$ cat config.mk
export PLATFORM = sky130hd
export DESIGN_NAME = prog_loader
export DESIGN_NICKNAME = d
export VERILOG_FILES = /design/src/rtl/sap1_pkg.sv /design/src/rtl/uart_rx.sv /design/src/rtl/prog_loader.sv
export SDC_FILE = /design/constraint.sdc
export NUM_CORES = 1
export LEC_CHECK = 0
export ABC_AREA = 1
export BUFFER_PORTS_ARGS = -buffer_cell sky130_fd_sc_hd__buf_4
export CORE_UTILIZATION = 56
export CTS_CLUSTER_DIAMETER = 100
export DETAILED_ROUTE_END_ITERATION = 8
export PLACE_DENSITY = 0.78
export SETUP_SLACK_MARGIN = 0.1
export SLEW_MARGIN = 20
export SYNTH_ARGS = -nofsm -noshare
export SYNTH_HDL_FRONTEND = slang
export SYNTH_HIERARCHICAL = 1
export SYNTH_SLANG_ARGS = --single-unit
$ cat constraint.sdc
create_clock -name clk -period 1.7 [get_ports clk]
set_input_delay 0.51 -clock clk [delete_from_list [all_inputs] [get_ports clk]]
set_output_delay 0.51 -clock clk [all_outputs]
set_load 0.03 [all_outputs]
$ cat src/rtl/sap1_pkg.sv
// Shared SAP-1 constants plus the loader and UART receiver state types.
package sap1_pkg;

    localparam int MEM_DEPTH = 16;
    localparam int ADDR_W    = 4;
    localparam int DATA_W    = 8;
    localparam int WE_CYCLES = 4;

    typedef enum logic [2:0] {
        ST_IDLE,
        ST_RECV,
        ST_WRITE,
        ST_HOLD,
        ST_DONE,
        ST_ERROR
    } load_state_t;

    typedef enum logic [1:0] {
        RX_IDLE,
        RX_START,
        RX_DATA,
        RX_STOP
    } rx_state_t;

    function automatic logic is_last_addr(input logic [ADDR_W-1:0] a);
        return a == ADDR_W'(MEM_DEPTH - 1);
    endfunction

endpackage

$ cat src/rtl/uart_rx.sv
// 8N1 UART receiver with a 2-flop synchroniser and mid-bit sampling.
// The received byte port is rx_byte because "byte" is a reserved word.
module uart_rx
    import sap1_pkg::*;
#(
    parameter int DIV = 434
) (
    input  logic       clk,
    input  logic       CLR,
    input  logic       rx,
    output logic [7:0] rx_byte,
    output logic       byte_valid,
    output logic       frame_err
);

    localparam int CNT_W = (DIV > 2) ? $clog2(DIV) : 1;
    localparam logic [CNT_W-1:0] HALF_M1 = CNT_W'(DIV / 2 - 1);
    localparam logic [CNT_W-1:0] DIV_M1  = CNT_W'(DIV - 1);

    logic       meta_q, sync_q, prev_q;
    rx_state_t  state_q, state_d;
    logic [CNT_W-1:0] cnt_q, cnt_d;
    logic [2:0] bit_q, bit_d;
    logic [7:0] shift_q, shift_d;
    logic       valid_q, valid_d;
    logic       ferr_q, ferr_d;

    // The counter restarts on every phase change so each sample lands mid-bit.
    always_comb begin
        state_d = state_q;
        cnt_d   = cnt_q + 1'b1;
        bit_d   = bit_q;
        shift_d = shift_q;
        valid_d = 1'b0;
        ferr_d  = 1'b0;
        unique case (state_q)
            RX_IDLE: begin
                cnt_d = '0;
                if (prev_q && !sync_q) state_d = RX_START;
            end
            RX_START: begin
                if (cnt_q == HALF_M1) begin
                    cnt_d   = '0;
                    bit_d   = '0;
                    state_d = sync_q ? RX_IDLE : RX_DATA;
                end
            end
            RX_DATA: begin
                if (cnt_q == DIV_M1) begin
                    cnt_d   = '0;
                    shift_d = {sync_q, shift_q[7:1]};
                    bit_d   = bit_q + 3'd1;
                    if (bit_q == 3'd7) state_d = RX_STOP;
                end
            end
            RX_STOP: begin
                if (cnt_q == DIV_M1) begin
                    cnt_d   = '0;
                    state_d = RX_IDLE;
                    valid_d = sync_q;
                    ferr_d  = !sync_q;
                end
            end
            default: state_d = RX_IDLE;
        endcase
    end

    always_ff @(posedge clk or posedge CLR) begin
        if (CLR) begin
            meta_q  <= 1'b1;
            sync_q  <= 1'b1;
            prev_q  <= 1'b1;
            state_q <= RX_IDLE;
            cnt_q   <= '0;
            bit_q   <= '0;
            shift_q <= '0;
            valid_q <= 1'b0;
            ferr_q  <= 1'b0;
        end else begin
            meta_q  <= rx;
            sync_q  <= meta_q;
            prev_q  <= sync_q;
            state_q <= state_d;
            cnt_q   <= cnt_d;
            bit_q   <= bit_d;
            shift_q <= shift_d;
            valid_q <= valid_d;
            ferr_q  <= ferr_d;
        end
    end

    assign rx_byte    = shift_q;
    assign byte_valid = valid_q;
    assign frame_err  = ferr_q;

endmodule

$ cat src/rtl/prog_loader.sv
// Serial program loader: receives 16 bytes over UART and writes them to RAM 0..15.
// Define PROG_LOADER_CHECKSUM_EN to require a trailing modulo-256 checksum byte.
module prog_loader
    import sap1_pkg::*;
#(
    parameter int CLK_HZ = 50000000,
    parameter int BAUD   = 115200
) (
    input  logic              clk,
    input  logic              CLR,
    input  logic              start,
    input  logic              rx,
    output logic [ADDR_W-1:0] addr,
    output logic [DATA_W-1:0] data,
    output logic              nWE,
    output logic              CS,
    output logic              busy,
    output logic              done,
    output logic              err
);

    localparam int DIV    = CLK_HZ / BAUD;
    localparam int WCNT_W = (WE_CYCLES > 1) ? $clog2(WE_CYCLES) : 1;

    logic [7:0] rx_byte;
    logic       byte_valid;
    logic       frame_err;

    load_state_t       state_q, state_d;
    logic [ADDR_W-1:0] addr_q, addr_d;
    logic [DATA_W-1:0] data_q, data_d;
    logic [WCNT_W-1:0] wcnt_q, wcnt_d;
`ifdef PROG_LOADER_CHECKSUM_EN
    logic [DATA_W-1:0] sum_q, sum_d;
    logic              chk_q, chk_d;
`endif

    uart_rx #(.DIV(DIV)) u_rx (
        .clk        (clk),
        .CLR        (CLR),
        .rx         (rx),
        .rx_byte    (rx_byte),
        .byte_valid (byte_valid),
        .frame_err  (frame_err)
    );

    always_ff @(posedge clk or posedge CLR) begin
        if (CLR) state_q <= ST_IDLE;
        else     state_q <= state_d;
    end

    // start wins over everything, including a byte arriving in the same cycle.
    always_comb begin
        state_d = state_q;
        if (start) begin
            state_d = ST_RECV;
        end else begin
            unique case (state_q)
                ST_RECV: begin
                    if (frame_err) begin
                        state_d = ST_ERROR;
                    end else if (byte_valid) begin
                        state_d = ST_WRITE;
`ifdef PROG_LOADER_CHECKSUM_EN
                        if (chk_q) state_d = (rx_byte == sum_q) ? ST_DONE : ST_ERROR;
`endif
                    end
                end
                ST_WRITE: begin
                    if (byte_valid)                                state_d = ST_ERROR;
                    else if (wcnt_q == WCNT_W'(WE_CYCLES - 1))     state_d = ST_HOLD;
                end
                ST_HOLD: begin
                    if (byte_valid) begin
                        state_d = ST_ERROR;
                    end else if (is_last_addr(addr_q)) begin
`ifdef PROG_LOADER_CHECKSUM_EN
                        state_d = ST_RECV;
`else
                        state_d = ST_DONE;
`endif
                    end else begin
                        state_d = ST_RECV;
                    end
                end
                default: state_d = state_q;
            endcase
        end
    end

    always_comb begin
        nWE  = 1'b1;
        CS   = 1'b0;
        busy = 1'b0;
        done = 1'b0;
        err  = 1'b0;
        unique case (state_q)
            ST_RECV:  busy = 1'b1;
            ST_WRITE: begin busy = 1'b1; CS = 1'b1; nWE = 1'b0; end
            ST_HOLD:  begin busy = 1'b1; CS = 1'b1; end
            ST_DONE:  done = 1'b1;
            ST_ERROR: err  = 1'b1;
            default:  ;
        endcase
    end

    // Address advances only as HOLD is left, so addr/data stay put through the strobe.
    always_comb begin
        addr_d = addr_q;
        data_d = data_q;
        wcnt_d = '0;
`ifdef PROG_LOADER_CHECKSUM_EN
        sum_d  = sum_q;
        chk_d  = chk_q;
`endif
        if (start) begin
            addr_d = '0;
`ifdef PROG_LOADER_CHECKSUM_EN
            sum_d  = '0;
            chk_d  = 1'b0;
`endif
        end else begin
            unique case (state_q)
                ST_RECV: begin
                    if (byte_valid && !frame_err) begin
`ifdef PROG_LOADER_CHECKSUM_EN
                        if (!chk_q) begin
                            data_d = rx_byte;
                            sum_d  = sum_q + rx_byte;
                        end
`else
                        data_d = rx_byte;
`endif
                    end
                end
                ST_WRITE: wcnt_d = wcnt_q + 1'b1;
                ST_HOLD: begin
                    if (!byte_valid) begin
                        if (!is_last_addr(addr_q)) addr_d = addr_q + 1'b1;
`ifdef PROG_LOADER_CHECKSUM_EN
                        else chk_d = 1'b1;
`endif
                    end
                end
                default: ;
            endcase
        end
    end

    always_ff @(posedge clk or posedge CLR) begin
        if (CLR) begin
            addr_q <= '0;
            data_q <= '0;
            wcnt_q <= '0;
`ifdef PROG_LOADER_CHECKSUM_EN
            sum_q  <= '0;
            chk_q  <= 1'b0;
`endif
        end else begin
            addr_q <= addr_d;
            data_q <= data_d;
            wcnt_q <= wcnt_d;
`ifdef PROG_LOADER_CHECKSUM_EN
            sum_q  <= sum_d;
            chk_q  <= chk_d;
`endif
        end
    end

    assign addr = addr_q;
    assign data = data_q;

endmodule

* Yosys cells after proc, flatten, opt, wreduce, memory -nomap -nowiden
Cells that the tools add are included. Widths: inputs -> output; s select.
Word-level totals: bits in registers 44, input bits 4
Operators by class: add/subtract/negate cells 4, equality and inequality tests 22, muxes and demuxes 36, bitwise operators 1, reduce and logical (&&, ||, !) cells 17
Operator list (count):
- $mux 3 | 9
- $pmux 9 s3 | 1
- $mux 9 | 2
- $mux 2 | 8
- $mux 4 | 4
- $reduce_and 3->1 | 4
- $ne 2x1->1 const B | 5
- $add 9x1->9 const B | 1
- $eq 3x3->1 const B | 3
- $eq 9x8->1 const B | 1
- $eq 9x9->1 const B | 1
- $mux 1 | 9
- $pmux 3 s3 | 1
- $pmux 2 s4 | 1
- $eq 2x2->1 const B | 3
- $eq 3x2->1 const B | 2
- $pmux 3 s2 | 1
- $reduce_and 5->1 | 1
- $add 4x1->4 const B | 1
- $eq 4x4->1 const B | 1
- $ne 2x2->1 const B | 2
- $ne 4x2->1 const B | 1
- $ne 4x3->1 const B | 1
- $reduce_bool 2->1 | 2
- other kinds (12) | 15

* Longest topological paths before layout
word-level depth 5, mapped depth 10, depth with buffers taken out 10

* By module
The synthesis kept the hierarchy.
By module, submodules not included:
- uart_rx | instances 1, cells an instance 144, area an instance 1300.0 um^2, sequential area each 679.4 um^2
- prog_loader | instances 1, cells an instance 118, area an instance 957.2 um^2, sequential area each 425.4 um^2

* Least setup slack after synthesis
No wires, ideal clock.
path kind register to output, start point register state_q[1] (netlist name), end point output err, data arrival time 1.205 ns, data required time 1.190 ns, slack -0.015 ns, stages on the path, launching flop included 3, path buffers 1, path through dfrtp_1 > buf_4 > nor3_1
RTL lines:
- to (decl) | RTL line prog_loader.sv:19 | output logic err

==> out/metrics.yaml <==
p_per_area_mw_per_mm2: 1260
rsz0062_at_grt: "yes"
ir_drop_mv: 1.01
area_delta_synth_final_pct: 21.4
synth_cell_types: 27
ys.flop_type: "dfrtp_1"
path_clk_slew_ns: 0.09
final_cell_mix: "nand2_1 (63), dfrtp_1 (38), inv_1 (32), buf_4 (27), nor2_1 (25)"
drt-vias-per-instance: 5.05
worst_pin_slew_ns: 0.333
cp_top_family: "flip-flops"
clock_latency_ns: 0.30
crit_path_frequent_cell: "buf_6"
synth-async-reset-ratio_pct: 100
synth-seq-cells: 44
timing.rr.end: "state_q[2]"
cp_slowest_stage_delay_ns: 0.45
reg2reg_from: "state_q[1]"
gp_congestion: 0.807
drtAntennaViolNets: 0
drive_gt1_share_pct: 29.8
p_leak_uw: 0.00134
htree_levels: 2
hp-class: "input port to async pin"
synth-seq-area-share_pct: 48.9
grt_pass1_vias: 1612
crit_path_end: "err"
design.die.area_sq_mm: 0.00429
drc: 0
reg2reg_slack_ns: 0.17
intPower_uw: 2170
start_util_pct: 59.9
numCtsBuffers: 5
cts_tree: "done"
synth_edf_count: 0
grt_pass1_wl_microns: 6840
worst_clock_skew_ns: 0.00679
pwr-share-seq_pct: 40.3
rows: 22
fin_crit_sh_pct: 97.5
cts_buffer_depth: 2
setup_viol: 0
dp_hpwl_microns: 2800
slowest_stage: "dfrtp_2"
fin_nets: 312
critPathRequiredTime_ns: 1.19
p_sw_share_pct: 37.1
fmax_mhz: 603
cts-root-buf: "clkbuf_8"
maxSlewHeadroom_pct: 77.8
fillerInstances: 272
stdcell_area_sq_mm: 0.00274
drt-pass1-iter-count: 4
vias: 1769
reg2reg_depth: 9
period_minus_slack_ns: 1.66
critPathLaunch: "state_q[1]"
pwr-share-clk_pct: 23.3
hold_ws_ns: 0.226
port_buffers: 20
ys_warn_count: 6
crit_chain: "buf_6 -> nor3_4 -> buf_6"
startpoint_type: "register"
path_depth: 3
path_buf_inv: 2
finalHoldViolCount: 0
combPwrFrac_pct: 36.5
path_max_fanout: 4
syn-cell-area_sq_mm: 0.00226
synth_fp_nets: 273
grt_max_degree: 28
synth_area_per_cell_sq_um: 8.62
utilization_pct: 72.7
finalMaxSlewViolations: 0
antenna_found_initial: 0
status: "finished clean"
ioPinCount: 21
critPathArrivalTime_ns: 1.15
power.switching_uw: 1280
syn_inst: 262
wire_per_inst_microns: 11.6
die_x_microns: 65.5
track_usage_pct: 21.3
drv_cap: 0
cts_sinks: 44
coreArea_sq_mm: 0.00377
die_h_microns: 65.5
drt_wl_total_microns: 4070
place_area_sq_mm: 0.00248
worstSetupPathType: "register to output port"
diodes: 0
dr.first_iter.drc_count: 126
grt-ovfl-total: 0
endpoint_kind: "output port"
final_common_cell: "nand2_1"
[cell usage after synthesis, types with 2 or more instances]
| library cell | count | area [sq um] |
|---|---|---|
| dfstp_2 | 3 | 78.8 |
| ha_1 | 7 | 87.6 |
| nor2_2 | 2 | 12.5 |
| xor2_1 | 3 | 26.3 |
| nor2_1 | 25 | 93.8 |
| inv_1 | 33 | 124 |
| or2_2 | 2 | 12.5 |
| nand3_2 | 3 | 30.0 |
| nand2_1 | 64 | 240 |
| a21oi_1 | 9 | 45.0 |
| nand4_1 | 4 | 25.0 |
| o21ai_2 | 9 | 78.8 |
| nand2_2 | 5 | 31.3 |
| inv_2 | 6 | 22.5 |
| nor3_1 | 7 | 35.0 |
| nand3_1 | 15 | 75.1 |
| dfrtp_1 | 41 | 1030 |
| o21ai_0 | 11 | 55.1 |
| nor2_4 | 5 | 56.3 |
[power by group through the flow]
stage | Sequential (uW) | Clock, uW | Combinational (uW)
2_1_floorplan | 1410 | 0 | 752
3_3_place_gp | 1400 | 0 | 1010
3_5_place_dp | 1400 | 0 | 1020
4_1_cts | 1390 | 831 | 1200
5_1_grt | 1420 | 879 | 1390
6_report | 1390 | 805 | 1260
[repair_timing]
action | 4_1_cts | 5_1_grt
setup endpoints to repair | 5 | 15
hold buffers | 0 | 0
setup buffers | 8 | 2
resized for setup | 11 | 6
cloned | 0 | 1
pin swaps | 5 | 5
[worst register-to-register path, stage by stage (launching register included)]
cell     delay (ns)
dfrtp_2        0.45
buf_6          0.13
buf_4          0.12
buf_4          0.15
nor2_4         0.16
nand3_2        0.09
nand2_1        0.12
nor2_1         0.09
nand2_1        0.07
nand2_1        0.05
[state kept, by name, indices dropped and copies added, names as in the netlist, named ones only]
name,cells
u_rx/frame_err,1
u_rx/byte_valid,1
u_rx/bit_q,3
u_rx/cnt_q,9
u_rx/meta_q,1
data,8
state_q,3
u_rx/prev_q,1
wcnt_q,2
u_rx/state_q,1
u_rx/sync_q,1
addr,4
u_rx/rx_byte,8
[cell type report]
cell class | count | area, sq um | area share (%)
multi-input cells | 178 | 1040 | 37.8
clock inverters | 3 | 47.5 | 1.74
clock buffers | 5 | 68.8 | 2.51
well taps | 48 | 60.1 | 2.19
repair buffers | 33 | 270 | 9.86
inverters | 39 | 149 | 5.43
flip-flops and latches | 44 | 1110 | 40.5
[layer usage]
layer  track usage, %  vias up  routed length, microns
li1                 -      913                       -
met1             26.5      828                    1820
met2             35.1       24                    2080
met3             5.21        4                     109
met4             8.97        0                      59
met5                0        -                       0
[how the worst min path moves through the flow]
| stage | end | startpoint | cells after the start |
|---|---|---|---|
| after global routing | data[5] | CLR | 3 |
| final | data[7] | CLR | 3 |
| after floorplan | u_rx/sync_q | u_rx/meta_q | 0 |
| after detailed placement | u_rx/sync_q | u_rx/meta_q | 0 |
| after CTS | data[7] | CLR | 3 |
| after global placement | u_rx/sync_q | u_rx/meta_q | 0 |
[cell families after synthesis]
kind of cell	share of synthesized area, %
DFF	48.9
buffers and inverters	7.32
AOI/OAI and AO/OA	8.87
and+or+nand+nor	29.2
muxes	0.665
adders and majority gates	3.88
xor gates and xnor gates	1.16
[stage by stage]
stage	worst slack, ns	cells	power (uW)	TNS (ns)
floorplan	0.180	262	2170	0
global placement	0.226	331	2410	0
detailed placement	0.203	331	2430	0
CTS	0.0391	347	3420	0
global route	-0.00848	350	3700	-0.0152
finish	0.0420	350	3460	0
Power figures use the tool's default switching activity.
